==> config.mk <==
export PLATFORM = sky130hd
export DESIGN_NAME = input_unit
export DESIGN_NICKNAME = d
export VERILOG_FILES = /design/src/rtl/input_unit_pkg.sv /design/src/rtl/fifo_sync.sv /design/src/rtl/input_unit.sv
export SDC_FILE = /design/constraint.sdc
export NUM_CORES = 1
export LEC_CHECK = 0
export CORE_ASPECT_RATIO = 1.75
export CORE_MARGIN = 2
export CORE_UTILIZATION = 54
export CTS_CLUSTER_DIAMETER = 120
export DETAILED_ROUTE_END_ITERATION = 8
export GPL_TIMING_DRIVEN = 0
export PLACE_DENSITY = 0.77
export RECOVER_POWER = 25
export SYNTH_ARGS = -nofsm -noshare
export SYNTH_HDL_FRONTEND = slang
export SYNTH_SLANG_ARGS = --single-unit
export TNS_END_PERCENT = 1
==> constraint.sdc <==
create_clock -name clk -period 3 [get_ports clk]
set_input_delay 0.6 -clock clk [delete_from_list [all_inputs] [get_ports clk]]
set_output_delay 0.6 -clock clk [all_outputs]
set_load 0.005 [all_outputs]
==> src/rtl/input_unit_pkg.sv <==
// Shared router constants and flit type used by the input unit and its FIFO.
package input_unit_pkg;

  localparam int unsigned ROUTER_M      = 5;
  localparam int unsigned ROUTER_DEST_W = 3;
  localparam int unsigned FLIT_W        = 32;

  typedef logic [FLIT_W-1:0] flit_t;

endpackage

==> src/rtl/fifo_sync.sv <==
// Synchronous FIFO: storage, wrapping pointers and occupancy count with clock enable.
module fifo_sync #(
  parameter int unsigned DEPTH = 4,
  parameter int unsigned WIDTH = 37
) (
  input  logic                           clk,
  input  logic                           reset_n,
  input  logic                           ce,
  input  logic                           wr_en,
  input  logic [WIDTH-1:0]               wr_data,
  input  logic                           rd_en,
  output logic [WIDTH-1:0]               rd_data,
  output logic                           full,
  output logic                           empty,
  output logic [$clog2(DEPTH+1)-1:0]     count
);

  localparam int unsigned PTR_W = $clog2(DEPTH);
  localparam int unsigned CNT_W = $clog2(DEPTH+1);

  logic [WIDTH-1:0] mem [DEPTH];
  logic [PTR_W-1:0] wr_ptr;
  logic [PTR_W-1:0] rd_ptr;
  logic             wr_fire;
  logic             rd_fire;

  // Full is taken from the registered count, so a same-cycle pop never frees a slot.
  assign full    = (count == CNT_W'(DEPTH));
  assign empty   = (count == '0);
  assign wr_fire = ce && wr_en && !full;
  assign rd_fire = ce && rd_en && !empty;

  always_ff @(posedge clk or negedge reset_n) begin
    if (!reset_n) begin
      wr_ptr <= '0;
      rd_ptr <= '0;
      count  <= '0;
    end else begin
      if (wr_fire) wr_ptr <= wr_ptr + PTR_W'(1);
      if (rd_fire) rd_ptr <= rd_ptr + PTR_W'(1);
      if (wr_fire && !rd_fire)      count <= count + CNT_W'(1);
      else if (rd_fire && !wr_fire) count <= count - CNT_W'(1);
    end
  end

  always_ff @(posedge clk) begin
    if (wr_fire) mem[wr_ptr] <= wr_data;
  end

  assign rd_data = mem[rd_ptr];

endmodule

==> src/rtl/input_unit.sv <==
// Router input port: buffers flits with their decoded one-hot request and drops unroutable ones.
module input_unit
  import input_unit_pkg::*;
#(
  parameter int unsigned M      = ROUTER_M,
  parameter int unsigned DEPTH  = 4,
  parameter int unsigned DATA_W = FLIT_W,
  parameter int unsigned DEST_W = ROUTER_DEST_W
) (
  input  logic                       clk,
  input  logic                       reset_n,
  input  logic                       ce,
  input  logic                       i_valid,
  input  logic [DATA_W-1:0]          i_data,
  output logic                       o_en,
  output logic [0:M-1]               o_output_req,
  output logic [DATA_W-1:0]          o_data,
  input  logic                       i_grant,
  output logic                       o_drop,
  output logic [$clog2(DEPTH+1)-1:0] o_count
);

  logic [DEST_W-1:0]     dest;
  logic                  dest_ok;
  logic                  accept;
  logic                  drop_d;
  logic                  full;
  logic                  empty;
  logic [0:M-1]          req_dec;
  logic [0:M-1]          head_req;
  logic [M+DATA_W-1:0]   wr_word;
  logic [M+DATA_W-1:0]   rd_word;

  assign dest    = i_data[DEST_W-1:0];
  assign dest_ok = (32'(dest) < M);
  assign accept  = ce && i_valid && o_en;
  assign drop_d  = accept && !dest_ok;

  always_comb begin
    req_dec = '0;
    for (int unsigned j = 0; j < M; j++) begin
      req_dec[j] = (32'(dest) == j);
    end
  end

  assign wr_word = {req_dec, i_data};

  fifo_sync #(
    .DEPTH (DEPTH),
    .WIDTH (M + DATA_W)
  ) u_fifo (
    .clk     (clk),
    .reset_n (reset_n),
    .ce      (ce),
    .wr_en   (accept && dest_ok),
    .wr_data (wr_word),
    .rd_en   (i_grant),
    .rd_data (rd_word),
    .full    (full),
    .empty   (empty),
    .count   (o_count)
  );

  assign o_en         = !full;
  assign head_req     = rd_word[DATA_W +: M];
  assign o_output_req = empty ? '0 : head_req;
  assign o_data       = rd_word[DATA_W-1:0];

  // drop_d already includes ce, so the pulse self-clears even while ce is low.
  always_ff @(posedge clk or negedge reset_n) begin
    if (!reset_n) o_drop <= 1'b0;
    else          o_drop <= drop_d;
  end

endmodule

=== After elaboration in Yosys (flattened, before gate mapping) ===
Memory sizes are Yosys's and may differ from the RTL's.
Index checks and enable logic that the tools add are counted.

* Memories kept: 1
* RAM bits: 148
* Latch bits: 0
* Memory bits (read-only): 0
* Bits in registers: 8

{| class="wikitable"
|+ Memory list
! memory !! words !! width !! read ports !! clocked after memory_dff !! wr ports !! line !! source
|-
| u_fifo.mem || 4 || 37 || 1 || 0 || 1 || fifo_sync.sv:21 || <nowiki>logic [WIDTH-1:0] mem [DEPTH];</nowiki>
|}

* Shifts and indexed selects: 0
* Div/mod/pow operators: 0
* Reduce and logical (&&, ||, !) cells: 18
* Add/subtract/negate cells: 4
* Multiply operators: 0
* Magnitude comparators: 1
* Bitwise operators: 0
* Mux-type cells: 5
* Eq/ne operators: 5

{| class="wikitable"
|+ Operators with widths
! operator !! count
|-
| 1-bit logical AND || 10
|-
| 3-bit by 2-bit equality test with 1-bit output, second input constant || 2
|-
| 3-bit equality test, second input constant || 2
|-
| 3-bit zero test || 2
|-
| 3-bit two-way mux || 2
|-
| 1-bit zero test || 5
|-
| 5-bit two-way mux || 1
|-
| 2-bit by 1-bit adder with 2-bit output, second input constant || 2
|-
| 3-bit by 1-bit adder with 3-bit output, second input constant || 1
|-
| 3-bit by 1-bit equality test with 1-bit output, second input constant || 1
|-
| 3-bit < comparator, second input constant || 1
|-
| 3-bit by 1-bit subtractor with 3-bit output, second input constant || 1
|-
| 1-bit two-way mux || 2
|-
| 2-bit nonzero test || 1
|}

=== Longest topological paths before layout ===
Gate-level depths: netlist (run 1).

* Word-level depth: 10
* Gate-level depth with buffers: 9
* Depth with buffers taken out: 8

=== Modules after synthesis ===
Synthesis (run 1) repeated with hierarchy kept, for this count alone.

* Cell total of the unflattened synthesis: 246
* Area, all modules: 5895.7 µm²

{| class="wikitable"
|+ By module, submodules not included
! module !! times used !! seq. area each (µm²) !! area each (µm²) !! cells each
|-
| fifo_sync || 1 || 4619.4 || 5769.3 || 229
|-
| input_unit || 1 || 25.0 || 126.4 || 17
|}

=== Least setup slack after synthesis (run 1) ===
OpenSTA, ideal clock, no wires.

* Path kind: input-to-reg
* Start: in i_data[1]
* End: reg u_fifo.count[2]
* Setup slack: 0.810 ns
* Stages: 9
* Required time: 2.921 ns
* Setup time: 0.079 ns
* Data arrival time: 2.110 ns
* Cell sequence: o21ai_1 and4_4 buf_6 ha_1 inv_1 fa_1 xor2_1 nor2_1 xor2_1

* Cells in the longest elaborated chain, start to end: 7
* Elaborated cells between the ends (all ways): 9

{| class="wikitable"
|+ RTL lines
! item !! line !! source
|-
| start, declared || input_unit.sv:14 || <nowiki>input logic [DATA_W-1:0] i_data,</nowiki>
|-
| 3-bit < comparator (*) || input_unit.sv:35 || <nowiki>assign dest_ok = (32'(dest) < M);</nowiki>
|-
| 1-bit logical AND (*) || input_unit.sv:55 || <nowiki>.wr_en (accept && dest_ok),</nowiki>
|-
| 1-bit logical AND (*) (2 in a row) || fifo_sync.sv:30 || <nowiki>assign wr_fire = ce && wr_en && !full;</nowiki>
|-
| net u_fifo.wr_fire || fifo_sync.sv:24 || <nowiki>logic wr_fire;</nowiki>
|-
| 1-bit zero test || fifo_sync.sv:42 || <nowiki>else if (rd_fire && !wr_fire) count <= count - CNT_W'(1);</nowiki>
|-
| 1-bit logical AND || fifo_sync.sv:42 ||
|-
| 2-bit nonzero test (no line) || - ||
|-
| end signal, assigned || fifo_sync.sv:41 || <nowiki>if (wr_fire && !rd_fire) count <= count + CNT_W'(1);</nowiki>
|-
| end signal, assigned || fifo_sync.sv:42 ||
|-
| end, declared || fifo_sync.sv:15 || <nowiki>output logic [$clog2(DEPTH+1)-1:0] count</nowiki>
|}

The timed path passes the listed nets; every way through them passes the cells marked *.
A chain may end at the register's enable or synchronous reset.

=== Worst setup path after layout (run 1) ===
* Start: reg u_fifo.rd_ptr[0]
* End: out o_data[28]

* Cells in the longest elaborated chain, start to end: 1

{| class="wikitable"
|+ RTL lines
! item !! line !! source
|-
| start, declared || fifo_sync.sv:23 || <nowiki>logic [PTR_W-1:0] rd_ptr;</nowiki>
|-
| start signal, assigned || fifo_sync.sv:40 || <nowiki>if (rd_fire) rd_ptr <= rd_ptr + PTR_W'(1);</nowiki>
|-
| memory 4 x 37 bit || - ||
|-
| end, declared || input_unit.sv:17 || <nowiki>output logic [DATA_W-1:0] o_data,</nowiki>
|}

Every way passes these cells.

==> flow_summary.json, run 1 <==
{
  "yosysSeqAreaShare_pct": 79.0,
  "multiInputGateArea_mm2": 0.00116,
  "synth_nets": 286,
  "start_kind": "flop",
  "yosysTopAreaCell": "edfxtp_1",
  "n_fill_cell": 712,
  "clkTransAtPathRegs_ps": 60,
  "die-width_um": 82.9,
  "diodes": 0,
  "dp_hpwl_um": 6070,
  "cts_hold_buf": 0,
  "vias": 2641,
  "syn_area_mm2": 0.00588,
  "hold_viol_final": 0,
  "grt_overflow": 0,
  "synth-seq-cells": 156,
  "grt_first_pass_wirelength_um": 15700,
  "remaining_drc_errors": 0,
  "layout-drive-gt1-share_pct": 22.4,
  "slew_headroom_pct": 58.5,
  "synthTopCellsByArea": "edfxtp_1, mux4_2, dfrtp_1, ha_1, and2_4",
  "max_freq_ghz": 0.350,
  "synth_top_area_share_pct": 75.6,
  "worstPathRequired_ps": 2400,
  "end_kind": "output pin",
  "rsz0062_at_grt": "false",
  "antenna_found_initial": 0,
  "fin_crit_ps": 2850,
  "synth_cell_types": 28,
  "dp.cells": 451,
  "fin_cells": 483,
  "core_area_mm2": 0.0106,
  "clock_skew_ps": 7.39,
  "totalWireLength_um": 10100,
  "ant_nets": 0,
  "io_buffers": 78,
  "die-area_mm2": 0.0118,
  "detail_route.wl_per_cell_um": 20.8,
  "rows": 50,
  "layout_common_cells": "edfxtp_1, clkdlybuf4s50_1, mux4_2",
  "gp_congestion": 0.692,
  "cts_sinks": 156,
  "grt_util_all_layers_pct": 18.3,
  "hold_path_class": "flop to flop",
  "tritoncts": "done",
  "grt_pass1_vias": 2886,
  "final_common_cell": "edfxtp_1",
  "post-route-util_pct": 69.4,
  "h-tree-depth": 4,
  "boundaryPins": 79,
  "criticalPathCategory": "flop to output pin",
  "total_power_mw": 6.56,
  "dr.pass1.iters": 4,
  "finalMaxSlewViolations": 0,
  "finalSetupViolations": 0,
  "place_area_mm2": 0.00682,
  "worstMarginPinSlew_ps": 623,
  "clock_latency_ps": 410,
  "setup_ws_ps": 146,
  "total_leakage_power_nw": 2.44,
  "cts-root-buf": "clkbuf_16",
  "fin_area_mm2": 0.00738,
  "p_per_area_mw_per_mm2": 889,
  "grt_max_degree": 38,
  "nNetsFinal": 383,
  "initial_core_util_pct": 55.3,
  "cts_buffers": 17,
  "outcome": "complete, no violations",
  "grt_use_met1_pct": 20.8,
  "cts_setup_buffers": 0,
  "clk_path_buf_depth": 2,
  "irDropWorstVdd_mv": 0.726,
  "grt.busiest_layer": "met2",
  "fin_crit_sh_pct": 95.1,
  "drv_cap": 0,
  "grt.met2_usage_pct": 31.9,
  "yosys_warnings": 0,
  "arrival_ps": 2250,
  "synthToLayoutAreaGrowth_pct": 25.6,
  "worst-path-max-fanout": 10,
  "syn_avg_cell_area_um2": 24.2,
  "met3_usage_pct": 4.81,
  "hold_slack_ps": 519,
  "die_y_um": 142,
  "vias_per_cell": 5.47,
  "syn_inst": 243,
  "cts_resized": 0,
  "seqCellArea_mm2": 0.00464,
  "dp_slack_ps": -66.4,
  "first_iter_violations": 134,
  "setup_tns_ps": 0
}
## layout make-up
type	count	share of cell area, %
Sequential cell	156	62.9
Multi-Input combinational cell	75	15.8
Timing Repair Buffer	78	10.6
Clock buffer	19	5.87
Tap cell	130	2.20
Clock inverter	13	1.71
Buffer	9	0.797
Inverter	3	0.153
## where the power goes
part / switching, mW / total [mW] / internal, mW
Sequential: 0.0766 / 2.66 / 2.58
Clock: 0.787 / 2.00 / 1.21
Combinational: 0.750 / 1.91 / 1.16
## path summary, 6_finish.rpt
| check | to | slack (ps) | from | cells past startpoint |
|---|---|---|---|---|
| min in group asynchronous | u_fifo.rd_ptr[0]$_DFFE_PN0P_ | 550 | reset_n | 1 |
| max in group asynchronous | u_fifo.rd_ptr[1]$_DFFE_PN0P_ | 2160 | reset_n | 1 |
| worst max register to register | u_fifo.count[1]$_DFFE_PN0P_ | 720 | u_fifo.count[0]$_DFFE_PN0P_ | 7 |
| worst min-delay path | u_fifo.count[2]$_DFFE_PN0P_ | 520 | u_fifo.count[2]$_DFFE_PN0P_ | 1 |
| worst max-delay path | o_data[28] | 150 | u_fifo.rd_ptr[0]$_DFFE_PN0P_ | 4 |
| worst min register to register | u_fifo.count[2]$_DFFE_PN0P_ | 520 | u_fifo.count[2]$_DFFE_PN0P_ | 1 |
## flip-flops by register name (all words and copies together), names as in the netlist
| signal | flops |
|---|---|
| u_fifo.rd_ptr | 2 |
| u_fifo.count | 3 |
| u_fifo.mem | 148 |
| o_drop | 1 |
| u_fifo.wr_ptr | 2 |
## cell usage after synthesis, drive strengths merged
cell type,n
and2,9
and3b,1
and4,1
buf,8
clkbuf,1
dfrtp,8
edfxtp,148
fa,1
ha,5
inv,3
mux2,1
mux4,37
nand2,1
nand3,2
nand4,1
nor2,2
nor3,1
nor3b,3
o21ai,1
o22ai,1
or3,1
or3b,1
xnor2,4
xor2,2
## metal layers
layer / vias up / part of all wire [%]
met5: - / 0
met4: 0 / 2.1
met3: 16 / 3.2
met2: 63 / 56
met1: 1353 / 39
li1: 1209 / -
## worst max-delay path: stages, from the launching register on
cell             delay (ps)
dfrtp_1                 360
buf_4                   240
buf_6                   210
mux4_2                  550
clkdlybuf4s50_1         470
## logic make-up (layout without fill, tap and decap cells)
family	after synthesis	count (layout)	share of synthesized area, %
multiplexers	38	38	14.4
flip-flops	156	156	79.0
AND/OR/NAND/NOR	23	23	2.70
buffers and inverters	12	122	1.19
XOR/XNOR	6	6	1.02
adder cells (fa/ha/maj)	6	6	1.40
AO/OA/AOI/OAI	2	2	0.298
(Power assumes the default switching activity.)
==> run 2, diff against run 1 <==
CELL_PAD_IN_SITES_DETAIL_PLACEMENT = 2   (was not set)
CELL_PAD_IN_SITES_GLOBAL_PLACEMENT = 2   (was not set)
CORE_UTILIZATION = 42   (was 54)
PLACE_DENSITY = 0.76   (was 0.77)
SLEW_MARGIN = 40   (was not set)
SYNTH_HIERARCHICAL = 1   (was not set)
==> run 2 against run 1 <==
Clock power is 2% higher. Clock-buffer cell count is 2 lower. Sequential power is 2% lower. Die area is 28% higher. Utilization is 15 points lower. Total power hardly changed. Largest cell class unchanged. Worst hold slack better by 55 ps.
==> flow_summary.json, run 2 <==
{
  "syn_avg_cell_area_um2": 24.0,
  "total_leakage_power_nw": 2.48,
  "dr.pass1.iters": 4,
  "yosys_warnings": 6,
  "synth_cell_types": 27,
  "synthTopCellsByArea": "edfxtp_1, mux4_2, dfrtp_1, ha_1, nor2b_1",
  "dp.cells": 505,
  "yosysSeqAreaShare_pct": 78.8,
  "max_freq_ghz": 0.349,
  "syn_area_mm2": 0.00590,
  "synth_nets": 289,
  "finalSetupViolations": 0,
  "crit_buf_inv": 3,
  "total_power_mw": 6.56,
  "cts_buffers": 17,
  "initial_core_util_pct": 42.6,
  "remaining_drc_errors": 0,
  "setup_ws_ps": 137,
  "top_regs": "u_fifo/mem (148), u_fifo/count (3)",
  "synth_top_flop_cell": "edfxtp_1",
  "hold_path_class": "input pin to async pin",
  "crit_family": "buffers and inverters",
  "grt_util_all_layers_pct": 19.7,
  "setup_tns_ps": 0,
  "drv_cap": 0,
  "die-area_mm2": 0.0150,
  "boundaryPins": 79,
  "antenna_found_initial": 0,
  "irDropWorstVdd_mv": 0.442,
  "layout-drive-gt1-share_pct": 25.1,
  "vias_per_cell": 5.21,
  "die-width_um": 93.6,
  "die_y_um": 161,
  "cp_cell_sequence": "buf_6 > buf_6 > mux4_2 > clkdlybuf4s50_1",
  "cts_sinks": 156,
  "critPathSlowestCell": "mux4_2",
  "syn_inst": 246,
  "hold_viol_final": 0,
  "synth_enable_flop_cells": 148,
  "grt_first_pass_wirelength_um": 20900,
  "gp_congestion": 0.688,
  "regMostFlops": "u_fifo/mem",
  "nNetsFinal": 390,
  "end_kind": "output pin",
  "synthToLayoutAreaGrowth_pct": 28.2,
  "totalWireLength_um": 13300,
  "io_buffers": 78,
  "clock_skew_ps": 9.74,
  "grt_max_degree": 32,
  "start_kind": "flop",
  "worst-path-max-fanout": 10,
  "clkTransAtPathRegs_ps": 60,
  "synth_most_common_cell": "edfxtp_1",
  "synth_top_area_share_pct": 75.4,
  "arrival_ps": 2260,
  "synthTopCellsByCount": "edfxtp_1, mux4_2, dfrtp_1",
  "synth-seq-cells": 156,
  "layout_common_cells": "edfxtp_1, clkdlybuf4s50_1, mux4_2",
  "tritoncts": "done",
  "yosysTopAreaCell": "edfxtp_1",
  "worstMarginPinSlew_ps": 698,
  "crit_top_cell": "buf_6",
  "n_fill_cell": 1173,
  "ant_nets": 0,
  "finalMaxSlewViolations": 0,
  "final_common_cell": "edfxtp_1",
  "dp_slack_ps": -105,
  "fin_crit_sh_pct": 95.4,
  "first_iter_violations": 180,
  "slowest_delay_ps": 510,
  "h-tree-depth": 4,
  "grt_overflow": 0,
  "clk_path_buf_depth": 2,
  "p_per_area_mw_per_mm2": 868,
  "detail_route.wl_per_cell_um": 24.8,
  "diodes": 0,
  "cts-root-buf": "clkbuf_16",
  "slew_headroom_pct": 53.5,
  "rsz0062_at_grt": "false",
  "clock_latency_ps": 420,
  "core_area_mm2": 0.0138,
  "fin_cells": 536,
  "async_flop_share_pct": 5.13,
  "rows": 57,
  "fin_crit_ps": 2860,
  "criticalPathCategory": "flop to output pin",
  "worstPathRequired_ps": 2400,
  "grt_pass1_vias": 3265,
  "outcome": "complete, no violations",
  "largest_register_ffs": 148,
  "vias": 2791,
  "dp_hpwl_um": 8500
}
-- run 2: routing by layer --
| metal | share of wire, % | up-vias | track usage [%] |
|---|---|---|---|
| met5 | 0 | - | 0 |
| met4 | 1.8 | 0 | 7.84 |
| met3 | 2.7 | 14 | 3.71 |
| met2 | 56 | 68 | 34.1 |
| met1 | 39 | 1489 | 24.3 |
| li1 | - | 1220 | - |
-- run 2: worst paths after layout --
check,start,endpoint,slack (ps),cells after the start
max reg2reg,u_fifo/count[0]$_DFFE_PN0P_,u_fifo/count[2]$_DFFE_PN0P_,460,11
min in group clk,u_fifo/wr_ptr[1]$_DFFE_PN0P_,u_fifo/wr_ptr[1]$_DFFE_PN0P_,600,1
max in group asynchronous,reset_n,u_fifo/wr_ptr[0]$_DFFE_PN0P_,2100,1
min reg2reg,u_fifo/wr_ptr[1]$_DFFE_PN0P_,u_fifo/wr_ptr[1]$_DFFE_PN0P_,600,1
min,reset_n,u_fifo/rd_ptr[1]$_DFFE_PN0P_,570,1
max,u_fifo/rd_ptr[0]$_DFFE_PN0P_,o_data[16],140,4
-- run 2: what timing repair did --
| item | in CTS | in global routing |
|---|---|---|
| pin swaps | 0 | 0 |
| hold buffers | 0 | 0 |
| cloned | 0 | 0 |
| resized for setup | 1 | 1 |
| buffers inserted | 0 | 0 |
| setup endpoints to repair | 1 | 4 |
-- run 2: layout make-up --
cell class / count / area, um2 / share of cell area, %
clock inverters: 14 / 134 / 1.77
plain buffers: 8 / 61.3 / 0.811
inverters: 6 / 22.5 / 0.298
well taps: 177 / 221 / 2.93
clock buffers: 17 / 425 / 5.63
flip-flops and latches: 156 / 4640 / 61.5
repair buffers: 82 / 861 / 11.4
multi-input cells: 76 / 1190 / 15.7
-- run 2: cell families (layout without fill, tap and decap cells) --
family / after synthesis / after routing / synth area share (%)
XOR/XNOR: 6 / 6 / 0.892
AO/OA/AOI/OAI: 2 / 2 / 0.425
buffers and inverters: 14 / 127 / 1.34
flip-flops: 156 / 156 / 78.8
AND/OR/NAND/NOR: 23 / 23 / 2.65
adder cells (fa/ha/maj): 6 / 6 / 1.40
multiplexers: 39 / 39 / 14.5
-- run 2: through the flow --
step	utilization (%)	area [um2]	hold WS (ps)
after floorplan	-	5900	304
after global placement	49.9	6900	525
after detailed placement	50.5	6990	560
after CTS	54.6	7550	524
after global routing	54.6	7560	607
final	54.6	7560	574
-- run 2: worst register-to-register path: cells and delay by family, from the launching register on --
kind | cells | cell delay [ps]
compound gates | 1 | 120
xor+xnor | 2 | 360
fa+ha+maj | 2 | 600
buf+inv | 1 | 60
flops | 1 | 550
simple gates | 5 | 760
-- run 2: power breakdown --
group,switching [mW],leakage (nW),internal (mW)
clock,0.891,0.266,1.15
sequential,0.103,1.43,2.51
combinational,0.765,0.781,1.14
total,1.76,2.48,4.80
==> run 3, diff against run 2 <==
CAP_MARGIN = 0   (was not set)
CTS_CLUSTER_DIAMETER = not set   (was 120)
==> results of run 3 <==
Same layout as run 2: the final DEF is identical, and so are final timing and power.
